File: src/rtl/uart_tx_sched.sv
// Shares one UART transmitter between NREQ byte requesters and sequences its register writes.
// Build option: define UART_TXSCHED_FIXPRIO_EN for fixed priority (lowest index wins) instead of round-robin.
`timescale 1ns/1ps
module uart_tx_sched #(
  parameter int          NREQ     = 4,
  parameter logic [15:0] BAUD_DEF = 16'd103,
  parameter logic [15:0] CON_DEF  = 16'h0003,
  parameter int          TMO_CYC  = 20000
) (
  input  logic              sys_clk,
  input  logic              sys_rst,
  input  logic              cfg_go,
  input  logic [15:0]       cfg_baud,
  input  logic [15:0]       cfg_con,
  input  logic [NREQ-1:0]   req_valid,
  input  logic [NREQ*8-1:0] req_data,
  output logic [NREQ-1:0]   req_ready,
  output logic              uart_baud_wr,
  output logic              uart_con_wr,
  output logic              uart_txbuf_wr,
  output logic [15:0]       icb_wdat,
  input  logic [15:0]       uart_con,
  output logic [2:0]        grant_id,
  output logic              busy,
  output logic              tmo_err,
  output logic [2:0]        state_dbg
);

  localparam logic [2:0] S_CFG_BAUD = 3'd0;
  localparam logic [2:0] S_CFG_CON  = 3'd1;
  localparam logic [2:0] S_IDLE     = 3'd2;
  localparam logic [2:0] S_LOAD     = 3'd3;
  localparam logic [2:0] S_WAIT     = 3'd4;
  localparam logic [2:0] S_CLR      = 3'd5;

  localparam logic [15:0] TMO_LAST = 16'(TMO_CYC - 1);

  logic [2:0]  state;
  logic [2:0]  state_n;
  logic [15:0] baud_q;
  logic [15:0] con_q;
  logic        go_pend;
  logic [15:0] tmo_cnt;
  logic        win_found;
  logic [2:0]  win_idx;
  logic [7:0]  win_data;
  logic        pending;
  logic        unused_con;

  assign pending    = uart_con[15];
  assign unused_con = ^uart_con[14:0];
  assign state_dbg  = state;

`ifdef UART_TXSCHED_FIXPRIO_EN
  always_comb begin
    win_found = 1'b0;
    win_idx   = 3'd0;
    for (int i = 0; i < NREQ; i++) begin
      if (!win_found && req_valid[i]) begin
        win_found = 1'b1;
        win_idx   = 3'(i);
      end
    end
  end
`else
  logic [2:0] rr_ptr;

  // First pass looks at indices at or above rr_ptr; the second pass supplies the wrap-around winner.
  always_comb begin
    win_found = 1'b0;
    win_idx   = 3'd0;
    for (int i = 0; i < NREQ; i++) begin
      if (!win_found && req_valid[i] && (3'(i) >= rr_ptr)) begin
        win_found = 1'b1;
        win_idx   = 3'(i);
      end
    end
    for (int i = 0; i < NREQ; i++) begin
      if (!win_found && req_valid[i]) begin
        win_found = 1'b1;
        win_idx   = 3'(i);
      end
    end
  end
`endif

  always_comb begin
    win_data = 8'h00;
    for (int i = 0; i < NREQ; i++) begin
      if (win_idx == 3'(i)) win_data = req_data[8*i +: 8];
    end
  end

  always_comb begin
    state_n = state;
    case (state)
      S_CFG_BAUD: state_n = S_CFG_CON;
      S_CFG_CON:  state_n = S_IDLE;
      S_IDLE: begin
        if (cfg_go || go_pend)  state_n = S_CFG_BAUD;
        else if (|req_valid)    state_n = S_LOAD;
      end
      S_LOAD:     state_n = win_found ? S_WAIT : S_IDLE;
      S_WAIT: begin
        if (pending || (tmo_cnt == TMO_LAST)) state_n = S_CLR;
      end
      S_CLR:      state_n = S_IDLE;
      default:    state_n = S_CFG_BAUD;
    endcase
  end

  // Handshake: a requester holds req_valid and its byte until it sees its one-cycle
  // req_ready pulse; the byte is taken in that cycle. Valid may drop before the grant.
  always_ff @(posedge sys_clk) begin
    if (sys_rst) begin
      state         <= S_CFG_BAUD;
      baud_q        <= BAUD_DEF;
      con_q         <= CON_DEF;
      go_pend       <= 1'b0;
      tmo_cnt       <= 16'd0;
      req_ready     <= '0;
      uart_baud_wr  <= 1'b0;
      uart_con_wr   <= 1'b0;
      uart_txbuf_wr <= 1'b0;
      icb_wdat      <= 16'h0000;
      grant_id      <= 3'd0;
      busy          <= 1'b0;
      tmo_err       <= 1'b0;
`ifndef UART_TXSCHED_FIXPRIO_EN
      rr_ptr        <= 3'd0;
`endif
    end else begin
      state         <= state_n;
      busy          <= (state_n != S_IDLE);
      req_ready     <= '0;
      uart_baud_wr  <= 1'b0;
      uart_con_wr   <= 1'b0;
      uart_txbuf_wr <= 1'b0;
      icb_wdat      <= 16'h0000;

      if (cfg_go) begin
        baud_q  <= cfg_baud;
        con_q   <= cfg_con;
        tmo_err <= 1'b0;
      end

      if (state == S_IDLE)  go_pend <= 1'b0;
      else if (cfg_go)      go_pend <= 1'b1;

      case (state)
        S_CFG_BAUD: begin
          uart_baud_wr <= 1'b1;
          icb_wdat     <= baud_q;
        end
        S_CFG_CON: begin
          uart_con_wr <= 1'b1;
          icb_wdat    <= (con_q & 16'h03FF) | 16'h0001;
        end
        S_LOAD: begin
          if (win_found) begin
            uart_txbuf_wr <= 1'b1;
            icb_wdat      <= {8'h00, win_data};
            req_ready     <= NREQ'(1) << win_idx;
            grant_id      <= win_idx;
            tmo_cnt       <= 16'd0;
`ifndef UART_TXSCHED_FIXPRIO_EN
            rr_ptr        <= (win_idx == 3'(NREQ - 1)) ? 3'd0 : win_idx + 3'd1;
`endif
          end
        end
        S_WAIT: begin
          if (!pending) begin
            if (tmo_cnt == TMO_LAST)      tmo_err <= 1'b1;
            else if (tmo_cnt != 16'hFFFF) tmo_cnt <= tmo_cnt + 16'd1;
          end
        end
        S_CLR: begin
          // bit10 clears the UART's tx-pending flag
          uart_con_wr <= 1'b1;
          icb_wdat    <= (con_q & 16'h03FF) | 16'h0401;
        end
        default: ;
      endcase
    end
  end

endmodule

File: config.mk
export PLATFORM = sky130hd
export DESIGN_NAME = uart_tx_sched
export DESIGN_NICKNAME = d
export VERILOG_FILES = /design/src/rtl/uart_tx_sched.sv
export SDC_FILE = /design/constraint.sdc
export NUM_CORES = 1
export LEC_CHECK = 0
export CAP_MARGIN = 10
export CORE_MARGIN = 2
export CORE_UTILIZATION = 30
export DETAILED_ROUTE_END_ITERATION = 10
export SLEW_MARGIN = 10
export SYNTH_ARGS = -nofsm -noshare
export SYNTH_HDL_FRONTEND = slang
export SYNTH_SLANG_ARGS = --single-unit
File: constraint.sdc
create_clock -name sys_clk -period 2.9 [get_ports sys_clk]
set_input_delay 0.29 -clock sys_clk [delete_from_list [all_inputs] [get_ports sys_clk]]
set_output_delay 0.29 -clock sys_clk [all_outputs]
set_load 0.02 [all_outputs]
==> results.md <==
- Run status: finished clean
- Final Hold Viols: 0
- Commonest non-fill, non-tap cell in the layout: clkdlybuf4s50_1
- CTS resizes: 0
- DP Wirelength: 6437 um
- GRT Util Overall: approximately 15%
- Clk root buf: clkbuf_8
- Fin cells: 609
- Final Util: between 40% and 50%
- Synth top area cells: dfxtp_1, mux2i_1, a21oi_1, nor2_1, nand2_1
- CTS tree: done
- WP buf/inv: 2
- Most used DFF post-synth: dfxtp_1
- Antenna violations before repair: 0
- Placed inst area: 4432 um^2
- # IOs: 118
- DIE WIDTH: around 110 um
- Die height: 109.6 um
- Via-to-Cell Ratio: approximately 5
- CTS sink cnt: 74
- Crit-path max FO: 7
- Diode count: 0
- CP top delay family: compound AO/OA/AOI/OAI gates
- Rows: 38
- Worst slack, placed: around 230 ps
- First-pass GRT wire length: ~14000 um
- Post-Place Cells: 593
- Worst Skew: between 9 and 10 ps
- Final Cell Area: 4621 um^2
- Nets@finish: 556
- Synth unique cells: just under 60
- Total chip power: about 2.2 mW
- Die ar.: ~12000 um^2
- Min Clock Period, post-route: 2395 ps
- Power density cells: 485.9 nW/um^2
- Part of the Yosys area used for sequential elements: between 40% and 50%
- Worst Hold Class: input pin to flip-flop
- Hold-fix buffers at CTS: 0
- Vias in the first global route: about 3000
- Num CTS Buffers: 9
- Largest net degree at the start of global routing: 23
- Least-Margin Pin Slew: 529.7 ps
- Worst setup EP type: flip-flop
- Routed length per instance: 14.23 um
- Crit-path max cell delay: between 400 and 500 ps
- Setup TNS: 0 ps
- Drt total wl: ~8700 um
- Final period util: around 83%
- Gpl congestion: 0.8129
- Setup CP Type: flip-flop to flip-flop
- Critical Path AT: 2620 ps
- Critical Path RT: 3120 ps
- F_max: between 0.4 and 0.5 GHz
- Core ar.: between 10000 and 15000 um^2
- Syn nets: about 460
- Initial Util: 30.85%
- Yosys top cell by area: dfxtp_1
- Final Slew Violations: 0
- Initial DRC count: 108
- Worst-path cell chain: mux2i_1 -> nor2_1 -> nor3_1 -> buf_4 -> ha_1 -> nor2b_1 -> buf_4 -> a221oi_1 -> nor3_1 -> a21oi_1 -> o22ai_1
- Fin worst setup slack: 504.5 ps
- Slowest cell on crit path: dfxtp_1
- Vias: 3049
- Seq cells post-synth: 74
- VDD IR max: roughly 230 uV
- Post-Syn Area: approximately 3300 um^2
- DRC Markers: 0
- Worst rel slew slack: 64.41%
- Synth Instances: between 300 and 400
- Final setup violation count: 0
- Number of synthesized flops with an enable pin: 0
- Post-CTS Setup Inserts: 0
- Crit start category: flip-flop
- Post-route ant nets: 0
- Yosys warning count: 0
- Clock buffer depth: 2
- H-tree lvl count: 3
- Leakage power total: between 1.5 and 2 nW
- Synth async-reset ratio: 0%
- CTS clk-pin slew, worst paths: 80 ps
- Synthesized area per cell: around 9.0 um^2
- Post-synth top area share: roughly 44%
- 1st-pass router iterations: 4
- Hold Worst Slack: between 300 and 400 ps
- Share of layout cells above drive strength 1: 8.955%
- RSZ-0062 raised after global routing: no
- Grt ovf: 0
- Area delta synth->final: 38.16%
- Clock Latency Late Sink: between 300 and 400 ps
- Max-cap viol count: 0
- Commonest cells after routing, fill and taps aside: clkdlybuf4s50_1, dfxtp_1, nor2_1
- Buffers on Ports: between 90 and 100
-- logic make-up (layout without fill, tap and decap cells) --
logic type | after synthesis | count (layout) | synth area share [%]
compound gates | 92 | 92 | 19.19
fa+ha+maj | 5 | 5 | 1.871
buf+inv | 32 | 131 | 4.302
flops | 74 | 74 | 44.29
mux | 27 | 27 | 8.081
other cells | 1 | 1 | 0.1121
simple gates | 139 | 139 | 22.15
-- routing by layer --
metal | share of wire, % | GRT usage, % | wire, um | vias to the layer above
li1 | - | - | - | 1530
met1 | 43 | 18.29 | 3694 | 1430
met2 | 50 | 26.54 | 4353 | 80
met3 | 5.9 | 4.386 | 513 | 9
met4 | 1.2 | 4.611 | 104 | 0
met5 | 0 | 0 | 0 | -
-- cells in the mapped netlist, types with 5 or more instances --
master	count
nor2b_1	8
nand4_1	7
a31oi_1	7
nand2_1	32
and2_1	7
nor3_1	13
nor2_1	36
o22ai_1	10
dfxtp_1	74
ha_1	5
mux2i_1	27
a221oi_1	7
inv_1	9
nand3_1	6
clkbuf_1	13
and3_1	11
o21ai_1	6
a21oi_1	33
-- layout make-up --
cell class	count	area, um^2
fill	1107	6220
sequential	74	1481
tap	140	175.2
inverter	10	37.54
clock inverter	5	37.54
multi-input combinational	264	1719
timing repair buffer	105	1018
clock buffer	11	151.4
-- tightest hold or removal path: stages --
cell      delay (ps)
clkbuf_2         210
mux2i_1          110
nor2_1            70
-- final timing paths --
path	slack, ps	endpoint	cells past startpoint	startpoint
max	500	icb_wdat[2]	11	rr_ptr[1]
min	370	baud_q[14]	3	cfg_go
max reg2reg	500	icb_wdat[2]	11	rr_ptr[1]
min reg2reg	460	icb_wdat[15]	1	baud_q[15]
-- report_power, final --
part           switching, mW  internal, mW  leakage [nW]
registers             0.0252          1.06         0.606
clock network          0.395         0.360        0.0919
logic                  0.191         0.211          1.06
-- state kept, by name (all words and copies together), names as in the netlist --
register	count
uart_txbuf_wr	1
busy	1
uart_baud_wr	1
tmo_cnt	16
baud_q	16
state_dbg	3
uart_con_wr	1
con_q	9
req_ready	4
icb_wdat	16
go_pend	1
tmo_err	1
grant_id	2
rr_ptr	2
(Power assumes the default switching activity.)
